[src/rtl/imem_line_buffer_pkg.sv]
// Shared constants and types for the single-line instruction buffer.
package imem_line_buffer_pkg;

  // RISC-V ADDI x0,x0,0
  localparam logic [31:0] NopWord = 32'h0000_0013;

  typedef enum logic [0:0] {
    StIdle,
    StFill
  } state_e;

endpackage

[src/rtl/imem_line_buffer.sv]
// One-line instruction buffer: zero-latency hits, in-order line fill on a miss.
module imem_line_buffer
  import imem_line_buffer_pkg::*;
#(
  parameter int unsigned LINE_WORDS = 4,
  parameter logic [31:0] NOP_WORD   = NopWord
) (
  input  logic        clk,
  input  logic        reset,
  input  logic [31:0] iaddr,
  output logic [31:0] idata,
  output logic        ihit,
  input  logic        fence_i,
  output logic        mem_req,
  output logic [31:0] mem_addr,
  input  logic [31:0] mem_rdata,
  input  logic        mem_rvalid
);

  localparam int unsigned OffW   = $clog2(LINE_WORDS);
  localparam int unsigned TagLsb = OffW + 2;
  localparam logic [OffW-1:0] LastBeat = OffW'(LINE_WORDS - 1);

  state_e            state_q, state_d;
  logic [OffW-1:0]   beat_q, beat_d;
  logic              line_valid_q, line_valid_d;
  logic              inv_pend_q, inv_pend_d;
  logic [31:TagLsb]  tag_q, tag_d;
  logic [31:0]       words_q [LINE_WORDS];
  logic              word_we;
  logic              hit;

  assign hit   = (state_q == StIdle) && line_valid_q && (iaddr[31:TagLsb] == tag_q);
  assign ihit  = hit;
  assign idata = hit ? words_q[iaddr[TagLsb-1:2]] : NOP_WORD;

  assign mem_req  = (state_q == StFill);
  // The fill base is the tag with the line offset zeroed, so no separate base register.
  assign mem_addr = mem_req ? {tag_q, beat_q, 2'b00} : 32'h0;

  always_comb begin
    state_d      = state_q;
    beat_d       = beat_q;
    line_valid_d = line_valid_q;
    inv_pend_d   = inv_pend_q;
    tag_d        = tag_q;
    word_we      = 1'b0;
    unique case (state_q)
      StIdle: begin
        if (fence_i) line_valid_d = 1'b0;
        if (!hit) begin
          state_d      = StFill;
          tag_d        = iaddr[31:TagLsb];
          beat_d       = '0;
          line_valid_d = 1'b0;
          inv_pend_d   = 1'b0;
        end
      end
      StFill: begin
        if (fence_i) inv_pend_d = 1'b1;
        if (mem_rvalid) begin
          word_we = 1'b1;
          beat_d  = beat_q + OffW'(1);
          if (beat_q == LastBeat) begin
            state_d      = StIdle;
            // A fence seen anywhere during the fill, including this last beat, wins.
            line_valid_d = !(inv_pend_q || fence_i);
            inv_pend_d   = 1'b0;
          end
        end
      end
      default: state_d = StIdle;
    endcase
  end

  always_ff @(posedge clk) begin
    if (reset) begin
      state_q      <= StIdle;
      beat_q       <= '0;
      line_valid_q <= 1'b0;
      inv_pend_q   <= 1'b0;
      tag_q        <= '0;
    end else begin
      state_q      <= state_d;
      beat_q       <= beat_d;
      line_valid_q <= line_valid_d;
      inv_pend_q   <= inv_pend_d;
      tag_q        <= tag_d;
    end
  end

  always_ff @(posedge clk) begin
    if (word_we && !reset) words_q[beat_q] <= mem_rdata;
  end

endmodule

[config.mk]
export PLATFORM = sky130hd
export DESIGN_NAME = imem_line_buffer
export DESIGN_NICKNAME = d
export VERILOG_FILES = /design/src/rtl/imem_line_buffer_pkg.sv /design/src/rtl/imem_line_buffer.sv
export SDC_FILE = /design/constraint.sdc
export NUM_CORES = 1
export LEC_CHECK = 0
export ABC_AREA = 1
export BUFFER_PORTS_ARGS = -buffer_cell sky130_fd_sc_hd__buf_2
export CAP_MARGIN = 30
export CELL_PAD_IN_SITES_DETAIL_PLACEMENT = 0
export CELL_PAD_IN_SITES_GLOBAL_PLACEMENT = 1
export CORE_UTILIZATION = 39
export CTS_CLUSTER_DIAMETER = 40
export DETAILED_ROUTE_END_ITERATION = 8
export PLACE_DENSITY = 0.81
export SLEW_MARGIN = 20
export SYNTH_ARGS = -nofsm -noshare
export SYNTH_HDL_FRONTEND = slang
export SYNTH_SLANG_ARGS = --single-unit
[constraint.sdc]
create_clock -name clk -period 2.85 [get_ports clk]
set_input_delay 0.57 -clock clk [delete_from_list [all_inputs] [get_ports clk]]
set_output_delay 0.57 -clock clk [all_outputs]
set_load 0.01 [all_outputs]
* Word-level counts from Yosys, hierarchy flattened
Memories as Yosys holds them, arrays and structs flattened.
Cells that the tools add are included.
** Storage, ports and cells
- Bits in registers :: 33
- Memory bits (writable) :: 128
- Output and inout bits :: 66
- Word-level logic and storage cells :: 47
- Memories kept :: 1
** Cells by class
- Add/sub/neg operators :: 1
- Equality and inequality tests :: 6
- Mux-type cells :: 23
- Bitwise logic cells :: 2
- Reductions and logical operators :: 9
** Memory list
- words_q :: words 4, bits a word 32, rd ports 1, clocked after Yosys merged registers in 0, wr ports 1, line imem_line_buffer.sv:29 : logic [31:0] words_q [LINE_WORDS];
** Operator list (number)
- 32-bit two-way mux :: 2
- 28-bit == test :: 1
- 1-bit two-way mux :: 15
- 1-bit case mux with 2 select lines :: 3
- 2-bit two-way mux :: 2
- 2-bit inequality test, second input constant :: 2
- 2-bit case mux with 2 select lines :: 1
- 2-bit AND reduction :: 2
- 1-bit logical AND :: 3
- 3-bit inequality test, second input constant :: 1
- 3-bit AND reduction :: 1
- 2-bit by 1-bit adder with 2-bit output, second input constant :: 1
- 2-bit == test, second input constant :: 1
- 1-bit zero test :: 2
- 2-bit by 1-bit inequality test with 1-bit output, second input constant :: 1
- 1-bit inverter :: 2
- 1-bit logical OR :: 1

* Logic depth before layout (Yosys ltp)
Gate-level depths: netlist of run 1.
- Depth after elaboration :: 5
- Mapped depth :: 14

* Least setup slack after synthesis of run 1
OpenSTA, ideal clock, no wires.
- Path kind :: in2reg
- From :: in reset
- To :: mem words_q[0][0], enable pin
- Setup time :: 421 ps
- Arrival time :: 2258 ps
- Data required time :: 2429 ps
- Slack :: 171 ps
- Cell stages on the path :: 4
- Cell sequence :: clkbuf_1 inv_1 nand3_1 nor2_1
** Between the ends
- Longest elaborated chain between the ends :: 4
** RTL lines
- start, declared :: line imem_line_buffer.sv:9 : input logic reset,
- 1-bit zero test :: line imem_line_buffer.sv:93 : if (word_we && !reset) words_q[beat_q] <= mem_rdata;
- 1-bit logical AND :: line imem_line_buffer.sv:93
- 1-bit two-way mux :: line imem_line_buffer.sv:93
- 1-bit two-way mux (implied by the code) :: line imem_line_buffer.sv:93
- end, declared :: line imem_line_buffer.sv:29
No other way between the ends.

* Final worst setup path of run 1
- From :: reg tag_q[12] in the netlist's numbering
- To :: out idata[18]
** Between the ends
- Longest elaborated chain between the ends :: 3
** RTL lines
- start, declared :: line imem_line_buffer.sv:28 : logic [31:TagLsb] tag_q, tag_d;
- start signal, assigned :: line imem_line_buffer.sv:88 : tag_q <= tag_d;
- 28-bit == test :: line imem_line_buffer.sv:33 : assign hit = (state_q == StIdle) && line_valid_q && (iaddr[31:TagLsb] == tag_q);
- 1-bit logical AND :: line imem_line_buffer.sv:33
- 32-bit two-way mux :: line imem_line_buffer.sv:35 : assign idata = hit ? words_q[iaddr[TagLsb-1:2]] : NOP_WORD;
- end, declared :: line imem_line_buffer.sv:11 : output logic [31:0] idata,
No other way between the ends.

==> results of run 1 <==
## synthesized netlist by cell type
| library cell | n |
|---|---|
| nand3_1 | 37 |
| dfxtp_1 | 33 |
| buf_8 | 1 |
| and2_1 | 1 |
| o21ai_0 | 72 |
| nand2_2 | 12 |
| and3_1 | 1 |
| buf_6 | 1 |
| o211ai_1 | 3 |
| inv_1 | 93 |
| inv_2 | 3 |
| conb_1 | 1 |
| nor2_1 | 152 |
| nand3b_1 | 2 |
| buf_4 | 2 |
| clkinv_1 | 5 |
| nand2_1 | 145 |
| xor2_1 | 3 |
| o22ai_1 | 1 |
| edfxtp_1 | 128 |
| clkbuf_1 | 29 |
| a21oi_1 | 52 |
| buf_1 | 5 |
| a21oi_2 | 10 |
| buf_2 | 4 |
| xnor2_1 | 3 |
| nor2_2 | 2 |
| ha_1 | 4 |
| nand4_1 | 3 |
## power by group through the flow
stage | clock network [mW] | logic (mW) | registers [mW]
2_1_floorplan | 0 | 0.290 | 2.66
3_3_place_gp | 0 | 0.452 | 2.67
3_5_place_dp | 0 | 0.465 | 2.67
4_1_cts | 2.22 | 0.466 | 2.62
5_1_grt | 2.31 | 0.523 | 2.62
6_report | 2.18 | 0.460 | 2.62
## cells by family after synthesis
kind of cell / count (synthesis) / synth area share, %
AOI/OAI and AO/OA: 138 / 10.0
DFF: 161 / 61.3
buffers and inverters: 143 / 7.73
and+or+nand+nor: 355 / 19.5
other: 1 / 0.0510
xor gates and xnor gates: 6 / 0.715
adders and majority gates: 4 / 0.681
## worst register-to-register path, delay by kind of cell, from the launching register on
kind | cells | cell delay [ps]
compound gates | 1 | 120
buf+inv | 3 | 620
flops | 1 | 360
simple gates | 7 | 880
## through the flow
| step | power (mW) | hold slack, ps | instances | instance area [um2] | setup WS (ps) |
|---|---|---|---|---|---|
| 2_1_floorplan | 2.95 | 464 | 809 | 7350 | 171 |
| 3_3_place_gp | 3.12 | 481 | 1141 | 8270 | 260 |
| 3_5_place_dp | 3.14 | 487 | 1145 | 8370 | 256 |
| 4_1_cts | 5.31 | 332 | 1177 | 8950 | 103 |
| 5_1_grt | 5.46 | 339 | 1177 | 8950 | 6.73 |
| 6_report | 5.26 | 351 | 1177 | 8950 | 114 |
## repair_timing
action | CTS | global route
setup endpoints to repair | 0 | 13
hold buffers | 0 | 0
resized for setup | 0 | 1
## sequential cells by signal, indices dropped and copies added (netlist names)
register and flops:
beat_q 2, inv_pend_q 1, line_valid_q 1, mem_req 1, tag_q 28, words_q 128
## worst paths after layout
check                              startpoint        endpoint  slack (ps)  cells after the start
worst max-delay path                tag_q[12]       idata[18]         110                      8
worst min-delay path            mem_rdata[11]  words_q[3][11]         350                      1
worst max register to register        mem_req       tag_q[18]         800                     11
worst min register to register      tag_q[17]       tag_q[17]         490                      2
## layout make-up
class	instances	area, um2	area share [%]
clock buffer	17	425	4.75
tap	229	287	3.20
inverter	101	379	4.24
timing repair buffer	149	886	9.90
sequential	161	4510	50.4
multi-input combinational	505	2310	25.8
clock inverter	15	154	1.72
## metal layers
| layer | vias to the layer above | GRT usage, % | wire length (um) |
|---|---|---|---|
| met1 | 2586 | 21.5 | 7010 |
| li1 | 2878 | - | - |
| met2 | 151 | 31.6 | 8500 |
| met4 | 4 | 6.84 | 302 |
| met5 | - | 0 | 18 |
| met3 | 25 | 4.27 | 982 |
==> qor.csv, run 1 <==
stage,metric,value,unit
run_status,status,"complete, no violations",
floorplanning,core_area,0.0182,mm2
floorplanning,std_cell_rows,49,
clock_network,postCtsSetupBuffers,0,
clock_network,cts_max_level,4,
worst_setup_path,startpoint_type,register,
global_routing,grt_pass1_wl,27000,um
global_routing,grt_pass1_vias,5295,
power_and_ir_drop,sequentialPowerShare,49.8,%
finish,areaGrowthSynthToFinish,21.7,%
place,port_buffers,129,
finish,layout_common_cells,"nor2_1, nand2_1, buf_2",
drt,drtPass1Iterations,5,
finish,n_fill_cell,1694,
worst_setup_path,crit_buf_inv,2,
worst_setup_path,max_stage_delay,450,ps
yosys,synthCells,808,
clock_network,clock-root-buffer,clkbuf_16,
yosys,ys_warn_count,0,
timing,fin_setup_tns,0,ps
yosys,ys_types,29,
yosys,ys_ff_latch,161,
global_routing,grt_max_degree,65,
power_and_ir_drop,internal_power,3.92,mW
clock_network,cts_tree,yes,
clock_network,clockBufferDepth,2,
timing,finalSetupViolCount,0,
timing,finalHoldViolations,0,
drt,num_vias,5644,
finish,fin_nets,1007,
power_and_ir_drop,p_sw,1.34,mW
drt,first_iter_violations,299,
yosys,postSynthAreaPerCell,9.10,um2
drt,routed_via_density,4.80,
job,drv_cap,0,
power_and_ir_drop,p_leak,3.91,nW
power_and_ir_drop,powerDensity,588,mW/mm2
timing,clock-skew-final,7.72,ps
drt,wl_per_cell,14.3,um
drt,wl,16800,um
finish,fin_util,49.1,%
worst_setup_path,cp_slowest_cell,dfxtp_1,
finish,layout-drive-gt1-share,22.5,%
power_and_ir_drop,worst_ir_drop_vdd,0.000446,V
worst_setup_path,cp.arrival,2170,ps
floorplanning,die_h,139,um
clock_network,clk_latency,430,ps
timing,finalCritPeriodShare,96.0,%
global_routing,antenna_found_initial,2,
worst_setup_path,critPathTopFamily,simple AND/OR/NAND/NOR gates,
power_and_ir_drop,swShare,25.5,%
yosys,netlist_top_cells_area,"edfxtp_1, dfxtp_1, nor2_1",
hold_path,hold_class,in2reg,
floorplanning,ioPinCount,134,
floorplanning,die_area,0.0194,mm2
worst_setup_path,crit_path_frequent_cell,nor2_1,
place,dp_hpwl,11100,um
clock_network,cts-buffers-inserted,17,
floorplanning,fp.dieW,139,um
worst_setup_path,path_cells,o22ai_1 > nor2_1 > nand4_1 > nor2_1 > nand3_1 > buf_4 > a21oi_1 > buf_2,
finish,layout_commonest_cell,nor2_1,
worst_setup_path,endpoint_kind,primary output,
yosys,synth.largest_area_cell,edfxtp_1,
timing,fmax,366,MHz
clock_network,cts_sinks,161,
worst_setup_path,cp.required,2280,ps
drt,drc,0,
place,gp_congestion,0.802,
timing,rsz0062_at_grt,no,
timing,max_slew.worst_pin.slew,673,ps
timing,slew_headroom,55.1,%
finish,diodes,0,
timing,period_minus_slack,2740,ps
worst_setup_path,cp_max_fo,21,
timing,maxSlewViolCount,0,
global_routing,grt_overflow,0,
drt,postRouteAntennaNets,0,
clock_network,clk_pin_slew_worst_paths,70,ps
yosys,yosysSeqAreaShare,61.3,%
yosys,synth_top_area_share,52.3,%
yosys,syn-cell-area,0.00735,mm2
worst_setup_path,path_class,reg2out,
power_and_ir_drop,p_comb_share,8.7,%
power_and_ir_drop,power_frac_clock,41.4,%
floorplanning,initial_utilization,40.4,%
global_routing,track_usage,18.1,%
Note: power is estimated with default switching activity, not from simulation.
==> inputs of run 2 (changes only) <==
- CORE_ASPECT_RATIO: default -> 0.75
==> run 2 against run 1 <==
Net effect:
- non-clock buffer count is 2 lower
- worst hold slack better by 2.8 ps
- final cell count grew 1.4%
- clock-buffer cell count rose by 1
- fmax grew 3.1%
- critical endpoint is now idata[1]
- largest power group unchanged
==> qor.csv, run 2 (synthesis gave the netlist of run 1 again) <==
stage,metric,value,unit,change
clock_network,cts_sinks,161,,unchanged
finish,final_cells,1193,,was 1177
power_and_ir_drop,powerDensity,593,mW/mm2,was 588 mW/mm2
power_and_ir_drop,swShare,25.8,%,was 25.5%
global_routing,grt_overflow,0,,unchanged
worst_setup_path,max_stage_delay,390,ps,was 450 ps
timing,max_slew.worst_pin.slew,501,ps,was 673 ps
worst_setup_path,critPathTopFamily,simple AND/OR/NAND/NOR gates,,unchanged
power_and_ir_drop,worst_ir_drop_vdd,0.000327,V,was 0.000446 V
timing,clock-skew-final,15.0,ps,was 7.72 ps
drt,num_vias,5608,,was 5644
worst_setup_path,startpoint_type,register,,unchanged
worst_setup_path,path_class,reg2out,,unchanged
drt,routed_via_density,4.70,,was 4.80
finish,largest_reg_flops,128,,unchanged
global_routing,antenna_found_initial,0,,was 2
clock_network,cts-buffers-inserted,17,,unchanged
finish,areaGrowthSynthToFinish,21.1,%,was 21.7%
clock_network,cts_resized,0,,unchanged
timing,rsz0062_at_grt,no,,unchanged
finish,top_register,words_q,,unchanged
clock_network,clk_pin_slew_worst_paths,70,ps,about the same
worst_setup_path,cp_slowest_cell,dfxtp_1,,unchanged
drt,drtPass1Iterations,5,,unchanged
timing,maxSlewViolCount,0,,unchanged
place,placed_cells,1161,,was 1145
clock_network,cts_max_level,4,,unchanged
timing,finalCritPeriodShare,93.1,%,was 96.0%
drt,postRouteAntennaNets,0,,unchanged
finish,diodes,0,,unchanged
floorplanning,die_h,121,um,was 139 um
floorplanning,core_area,0.0185,mm2,was 0.0182 mm2
worst_setup_path,rrSetupSlack,720,ps,was 800 ps
global_routing,grt_max_degree,37,,was 65
drt,wl,17300,um,was 16800 um
timing,period_minus_slack,2650,ps,was 2740 ps
clock_network,postCtsSetupBuffers,0,,unchanged
finish,layout_common_cells,"nor2_1, nand2_1, buf_2",,unchanged
timing,fin_setup_tns,0,ps,unchanged
worst_setup_path,endpoint_kind,primary output,,unchanged
worst_setup_path,cp.arrival,2080,ps,was 2170 ps
floorplanning,ioPinCount,134,,unchanged
drt,drc,0,,unchanged
clock_network,clockBufferDepth,2,,unchanged
worst_setup_path,cp_max_fo,30,,was 21
finish,layout-drive-gt1-share,23.0,%,was 22.5%
floorplanning,initial_utilization,39.8,%,was 40.4%
worst_setup_path,crit_buf_inv,4,,was 2
clock_network,clock-root-buffer,clkbuf_16,,unchanged
place,gp_congestion,0.814,,was 0.802
power_and_ir_drop,p_leak,3.88,nW,was 3.91 nW
power_and_ir_drop,p_comb_share,8.8,%,was 8.7%
power_and_ir_drop,total_power,5.27,mW,was 5.26 mW
hold_path,hold_class,in2reg,,unchanged
job,drv_cap,0,,unchanged
global_routing,track_usage,18.1,%,about the same
timing,slew_headroom,66.6,%,was 55.1%
power_and_ir_drop,power_frac_clock,41.5,%,was 41.4%
clock_network,ctsHoldBuffers,0,,unchanged
power_and_ir_drop,p_sw,1.36,mW,was 1.34 mW
global_routing,grt_pass1_wl,26800,um,was 27000 um
power_and_ir_drop,sequentialPowerShare,49.7,%,was 49.8%
timing,finalSetupViolCount,0,,unchanged
global_routing,grt_pass1_vias,4942,,was 5295
timing,fmax,377,MHz,was 366 MHz
run_status,status,"complete, no violations",,unchanged
timing,finalHoldViolations,0,,unchanged
finish,reg.largest.list,"words_q x128, tag_q x28, beat_q x2",,unchanged
floorplanning,die_area,0.0194,mm2,about the same
floorplanning,std_cell_rows,43,,was 49
finish,layout_commonest_cell,nor2_1,,unchanged
floorplanning,fp.dieW,161,um,was 139 um
power_and_ir_drop,internal_power,3.91,mW,was 3.92 mW
worst_setup_path,cp.required,2280,ps,about the same
clock_network,clk_latency,430,ps,about the same
drt,first_iter_violations,370,,was 299
clock_network,cts_tree,yes,,unchanged
worst_setup_path,path_cells,inv_1 > nand2_1 > nand2_1 > nor2_1 > nand4_1 > nor2_1 > nand3_1 > buf_12 > inv_2 > o211ai_1 > buf_2,,was o22ai_1 > nor2_1 > nand4_1 > nor2_1 > nand3_1 > buf_4 > a21oi_1 > buf_2
drt,wl_per_cell,14.5,um,was 14.3 um
finish,fin_nets,1005,,was 1007
place,dp_hpwl,10900,um,was 11100 um
place,port_buffers,129,,unchanged
==> run 2: cell count changes in the layout (fill, tap and decap cells not counted), moves of 2 or more <==
cell,change
clkinv_4,+3
buf_16,-2
dfxtp_1,-6
buf_12,-2
inv_6,-5
buf_4,+2
dfxtp_2,+6
==> run 2: power by group through the flow <==
stage               Sequential (mW)  Clock [mW]  Combinational [mW]
detailed placement             2.67           0               0.465
global route                   2.62        2.33               0.526
global placement               2.67           0               0.459
floorplan                      2.66           0               0.290
finish                         2.62        2.19               0.465
CTS                            2.62        2.23               0.467
==> run 2: path summary, 6_finish.rpt <==
kind            startpoint        endpoint  cells after the start
max              tag_q[15]        idata[1]                     11
min          mem_rdata[12]  words_q[0][12]                      1
max reg2reg        mem_req  words_q[0][31]                      4
min reg2reg      tag_q[13]       tag_q[13]                      2
==> run 2: layout make-up <==
cell class / count / area, um2
Clock buffer: 18 / 429
Multi-Input combinational cell: 505 / 2310
Inverter: 101 / 379
Sequential cell: 161 / 4510
Clock inverter: 14 / 148
Tap cell: 247 / 309
Fill cell: 1739 / 9560
Timing Repair Buffer: 147 / 806
==> run 2: routing by layer <==
layer | wire length [um] | global-route usage [%] | part of all wire (%) | vias to the layer above
met4 | 109 | 4.82 | 0.63 | 0
met1 | 8770 | 27.0 | 51 | 2594
met5 | 0 | 0 | 0 | -
met2 | 7620 | 26.5 | 44 | 135
li1 | - | - | - | 2871
met3 | 820 | 3.83 | 4.7 | 8
==> run 2: through the flow <==
| step | util, % | hold WS (ps) | area (um2) | setup WS (ps) |
|---|---|---|---|---|
| after detailed placement | 45.0 | 485 | 8310 | 254 |
| after CTS | 48.2 | 336 | 8890 | 69.2 |
| after global routing | 48.2 | 331 | 8900 | 29.9 |
| after global placement | 45.0 | 478 | 8310 | 238 |
| after floorplan | - | 464 | 7350 | 171 |
| final | 48.2 | 354 | 8900 | 197 |
==> inputs of run 3 (changes only) <==
- ABC_AREA: 1 -> default
- GPL_TIMING_DRIVEN: default -> 0
- PLACE_DENSITY: 0.81 -> 0.76
==> run 3 against run 2 <==
Net effect:
- the run now ends with DRC left
- synthesized cell count is 44% lower
- register-to-register slack better by 60 ps
- worst hold slack hardly changed
- clock power is 5% lower
- clock-buffer cell count is 2 higher
- design area is 1.5% higher
- critical path type unchanged
- sequential power hardly changed
- wire length is 7.9% lower
- clock skew is 8.3 ps lower
- core utilization is 2.9 points higher
==> qor.csv, run 3 <==
stage,metric,value,unit,change
run_status,status,"complete, but fails checks",,"was complete, no violations"
run_status,violations,DRC,,
global_routing,grtUsageMet2,28.1,%,was 26.5%
yosys,ys.flop_type,edfxtp_1,,unchanged
yosys,netlist_top_cells_area,"edfxtp_1, mux4_2, dfxtp_1",,"was edfxtp_1, dfxtp_1, nor2_1"
drt,wl,16000,um,was 17300 um
power_and_ir_drop,powerDensity,575,mW/mm2,was 593 mW/mm2
place,dp_hpwl,11200,um,was 10900 um
clock_network,clock-root-buffer,clkbuf_16,,unchanged
worst_setup_path,startpoint_type,register,,unchanged
drt,drtPass1Iterations,6,,was 5
finish,largest_reg_flops,128,,unchanged
finish,diodes,0,,unchanged
finish,final_cells,875,,was 1193
timing,max_slew.worst_pin.slew,689,ps,was 501 ps
yosys,synth_top_area_share,54.7,%,was 52.3%
drt,num_vias,4332,,was 5608
timing,slew_headroom,54.1,%,was 66.6%
hold_path,min_path_cells,1,,unchanged
worst_setup_path,cp_slowest_cell,or4_4,,was dfxtp_1
hold_path,hold_class,in2reg,,unchanged
worst_setup_path,cp_max_fo,5,,was 30
timing,finalCritPeriodShare,99.0,%,was 93.1%
power_and_ir_drop,p_leak,3.58,nW,was 3.88 nW
worst_setup_path,path_class,reg2out,,unchanged
clock_network,cts_tree,yes,,unchanged
worst_setup_path,rrSetupSlack,780,ps,was 720 ps
floorplanning,die_h,118,um,was 121 um
drt,wl_per_cell,18.2,um,was 14.5 um
power_and_ir_drop,p_sw,1.22,mW,was 1.36 mW
global_routing,track_usage,18.0,%,was 18.1%
drt,postRouteAntennaNets,0,,unchanged
floorplanning,ioPinCount,134,,unchanged
timing,clock-skew-final,6.75,ps,was 15.0 ps
timing,finalSetupViolCount,0,,unchanged
global_routing,grtUsageMet3,4.11,%,was 3.83%
clock_network,cts_max_level,4,,unchanged
finish,reg.largest.list,"words_q x128, tag_q x28, beat_q x2",,unchanged
global_routing,use_met1,24.6,%,was 27.0%
worst_setup_path,r2r_start,tag_q[17],,was mem_req
finish,layout_common_cells,"edfxtp_1, buf_2, nand2b_1",,"was nor2_1, nand2_1, buf_2"
clock_network,clk_latency,420,ps,was 430 ps
place,gp_congestion,0.790,,was 0.814
yosys,ys_async_sr_fraction,0,%,unchanged
power_and_ir_drop,power_frac_clock,40.1,%,was 41.5%
drt,routed_via_density,4.95,,was 4.70
global_routing,grt_overflow,0,,unchanged
global_routing,antenna_found_initial,0,,unchanged
yosys,synth.largest_area_cell,edfxtp_1,,unchanged
finish,fin_nets,692,,was 1005
power_and_ir_drop,swShare,23.5,%,was 25.8%
global_routing,grt_pass1_wl,24200,um,was 26800 um
worst_setup_path,cp.required,2280,ps,about the same
clock_network,cts-buffers-inserted,17,,unchanged
power_and_ir_drop,internal_power,3.97,mW,was 3.91 mW
floorplanning,std_cell_rows,42,,was 43
finish,multi_input_area,0.00260,mm2,was 0.00231 mm2
timing,fmax,354,MHz,was 377 MHz
drt,first_iter_violations,213,,was 370
yosys,synth_common_cells,"edfxtp_1, nand2b_1, dfxtp_1",,"was nor2_1, nand2_1, edfxtp_1"
floorplanning,die_area,0.0186,mm2,was 0.0194 mm2
clock_network,ctsHoldBuffers,0,,unchanged
finish,layout-drive-gt1-share,43.1,%,was 23.0%
yosys,synthCells,454,,was 808
global_routing,grt_pass1_vias,4441,,was 4942
power_and_ir_drop,sequentialPowerShare,50.7,%,was 49.7%
yosys,syn-cell-area,0.00703,mm2,was 0.00735 mm2
drt,drc,1,,was 0
place,placed_cells,828,,was 1161
finish,n_fill_cell,1528,,was 1739
finish,seq_area,0.00452,mm2,was 0.00451 mm2
global_routing,grt.busiest_layer,met2,,was met1
clock_network,cts_sinks,161,,unchanged
floorplanning,core_area,0.0177,mm2,was 0.0185 mm2
power_and_ir_drop,worst_ir_drop_vdd,0.000389,V,was 0.000327 V
finish,top_register,words_q,,unchanged
place,port_buffers,127,,was 129
floorplanning,initial_utilization,39.8,%,about the same
yosys,ys_ff_latch,161,,unchanged
timing,period_minus_slack,2820,ps,was 2650 ps
worst_setup_path,r2r_cells,10,,was 4
global_routing,grt_max_degree,20,,was 37
yosys,synth.most_common_cell,edfxtp_1,,was nor2_1
worst_setup_path,cp.arrival,2250,ps,was 2080 ps
yosys,ys_types,34,,was 29
worst_setup_path,critPathTopFamily,simple AND/OR/NAND/NOR gates,,unchanged
clock_network,clk_pin_slew_worst_paths,70,ps,about the same
hold_path,min_to,words_q[2][12],,was words_q[0][12]
power_and_ir_drop,p_comb_share,9.2,%,was 8.8%
worst_setup_path,crit_buf_inv,1,,was 4
yosys,postSynthAreaPerCell,15.5,um2,was 9.10 um2
finish,layout_commonest_cell,edfxtp_1,,was nor2_1
worst_setup_path,endpoint_kind,primary output,,unchanged
finish,fin_util,51.1,%,was 48.2%
timing,rsz0062_at_grt,yes,,was no
hold_path,worstHoldStart,mem_rdata[12],,unchanged
worst_setup_path,path_cells,xnor2_4 > nand4_1 > or4_4 > or3_1 > buf_2,,was inv_1 > nand2_1 > nand2_1 > nor2_1 > nand4_1 > nor2_1 > nand3_1 > buf_12 > inv_2 > o211ai_1 > buf_2
timing,finalHoldViolations,0,,unchanged
clock_network,clockBufferDepth,2,,unchanged
job,drv_cap,0,,unchanged
yosys,ys_warn_count,0,,unchanged
timing,hold_ws,354,ps,about the same
worst_setup_path,rr_endpoint,tag_q[17],,was words_q[0][31]
yosys,yosysSeqAreaShare,64.1,%,was 61.3%
timing,maxSlewViolCount,0,,unchanged
yosys,synth_edf_count,128,,unchanged
floorplanning,fp.dieW,157,um,was 161 um
worst_setup_path,max_stage_delay,600,ps,was 390 ps
finish,areaGrowthSynthToFinish,28.5,%,was 21.1%
-- run 3: cell count changes in the layout (fill, tap and decap cells not counted), moves of 32 or more --
cell / delta
o21ai_0: -71
mux4_2: +32
inv_1: -87
nor2_1: -145
nand3_1: -34
nand2_1: -137
a21oi_1: -50
nand2b_1: +57
-- run 3: worst max path at each step --
| stage | startpoint | end | cells after the start |
|---|---|---|---|
| floorplan | iaddr[2] | idata[4] | 4 |
| global placement | iaddr[29] | idata[31] | 7 |
| detailed placement | iaddr[29] | idata[9] | 7 |
| CTS | tag_q[26] | idata[4] | 5 |
| global route | tag_q[17] | idata[0] | 5 |
| finish | tag_q[17] | idata[0] | 5 |
-- run 3: cell type report --
cell class	count	area share (%)
flip-flops and latches	161	50.1
multi-input cells	260	28.7
repair buffers	146	9.50
clock buffers	20	4.84
well taps	242	3.35
plain buffers	29	2.16
clock inverters	12	1.11
inverters	5	0.208
-- run 3: metrics by stage --
| step | cell area, um2 | worst slack, ps | total power, mW | setup TNS [ps] |
|---|---|---|---|---|
| 3_5_place_dp | 8080 | -436 | 3.08 | -10860 |
| 2_1_floorplan | 7030 | 319 | 2.92 | 0 |
| 3_3_place_gp | 7970 | -456 | 3.07 | -47920 |
| 5_1_grt | 9030 | -44.7 | 5.36 | -212 |
| 6_report | 9030 | 27.6 | 5.19 | 0 |
| 4_1_cts | 8880 | 3.28 | 5.21 | 0 |
-- run 3: layer usage --
metal	wire length, um	share of wire, %
met4	246	1.5
met2	7770	49
met1	7260	45
met3	675	4.2
met5	0	0
-- run 3: power by group through the flow --
stage	logic [mW]	registers (mW)	clock network, mW
floorplan	0.257	2.66	0
global placement	0.401	2.66	0
detailed placement	0.418	2.67	0
CTS	0.458	2.62	2.12
global route	0.517	2.64	2.21
finish	0.477	2.63	2.08
-- run 3: timing repair --
| item | 4_1_cts | 5_1_grt |
|---|---|---|
| pin swaps | 18 | 14 |
| setup endpoints to repair | 33 | 33 |
| setup buffers | 10 | 5 |
| resized for setup | 37 | 36 |
-- run 3: cells by family (layout without fill, tap and decap cells) --
group / Yosys count / count (layout) / share of synthesized area (%)
AO/OA/AOI/OAI: 10 / 10 / 0.961
adder cells (fa/ha/maj): 4 / 4 / 0.712
buffers and inverters: 34 / 212 / 2.40
AND/OR/NAND/NOR: 156 / 156 / 14.0
XOR/XNOR: 28 / 28 / 3.49
multiplexers: 60 / 60 / 14.2
flip-flops: 161 / 161 / 64.1
other: 1 / 2 / 0.0534
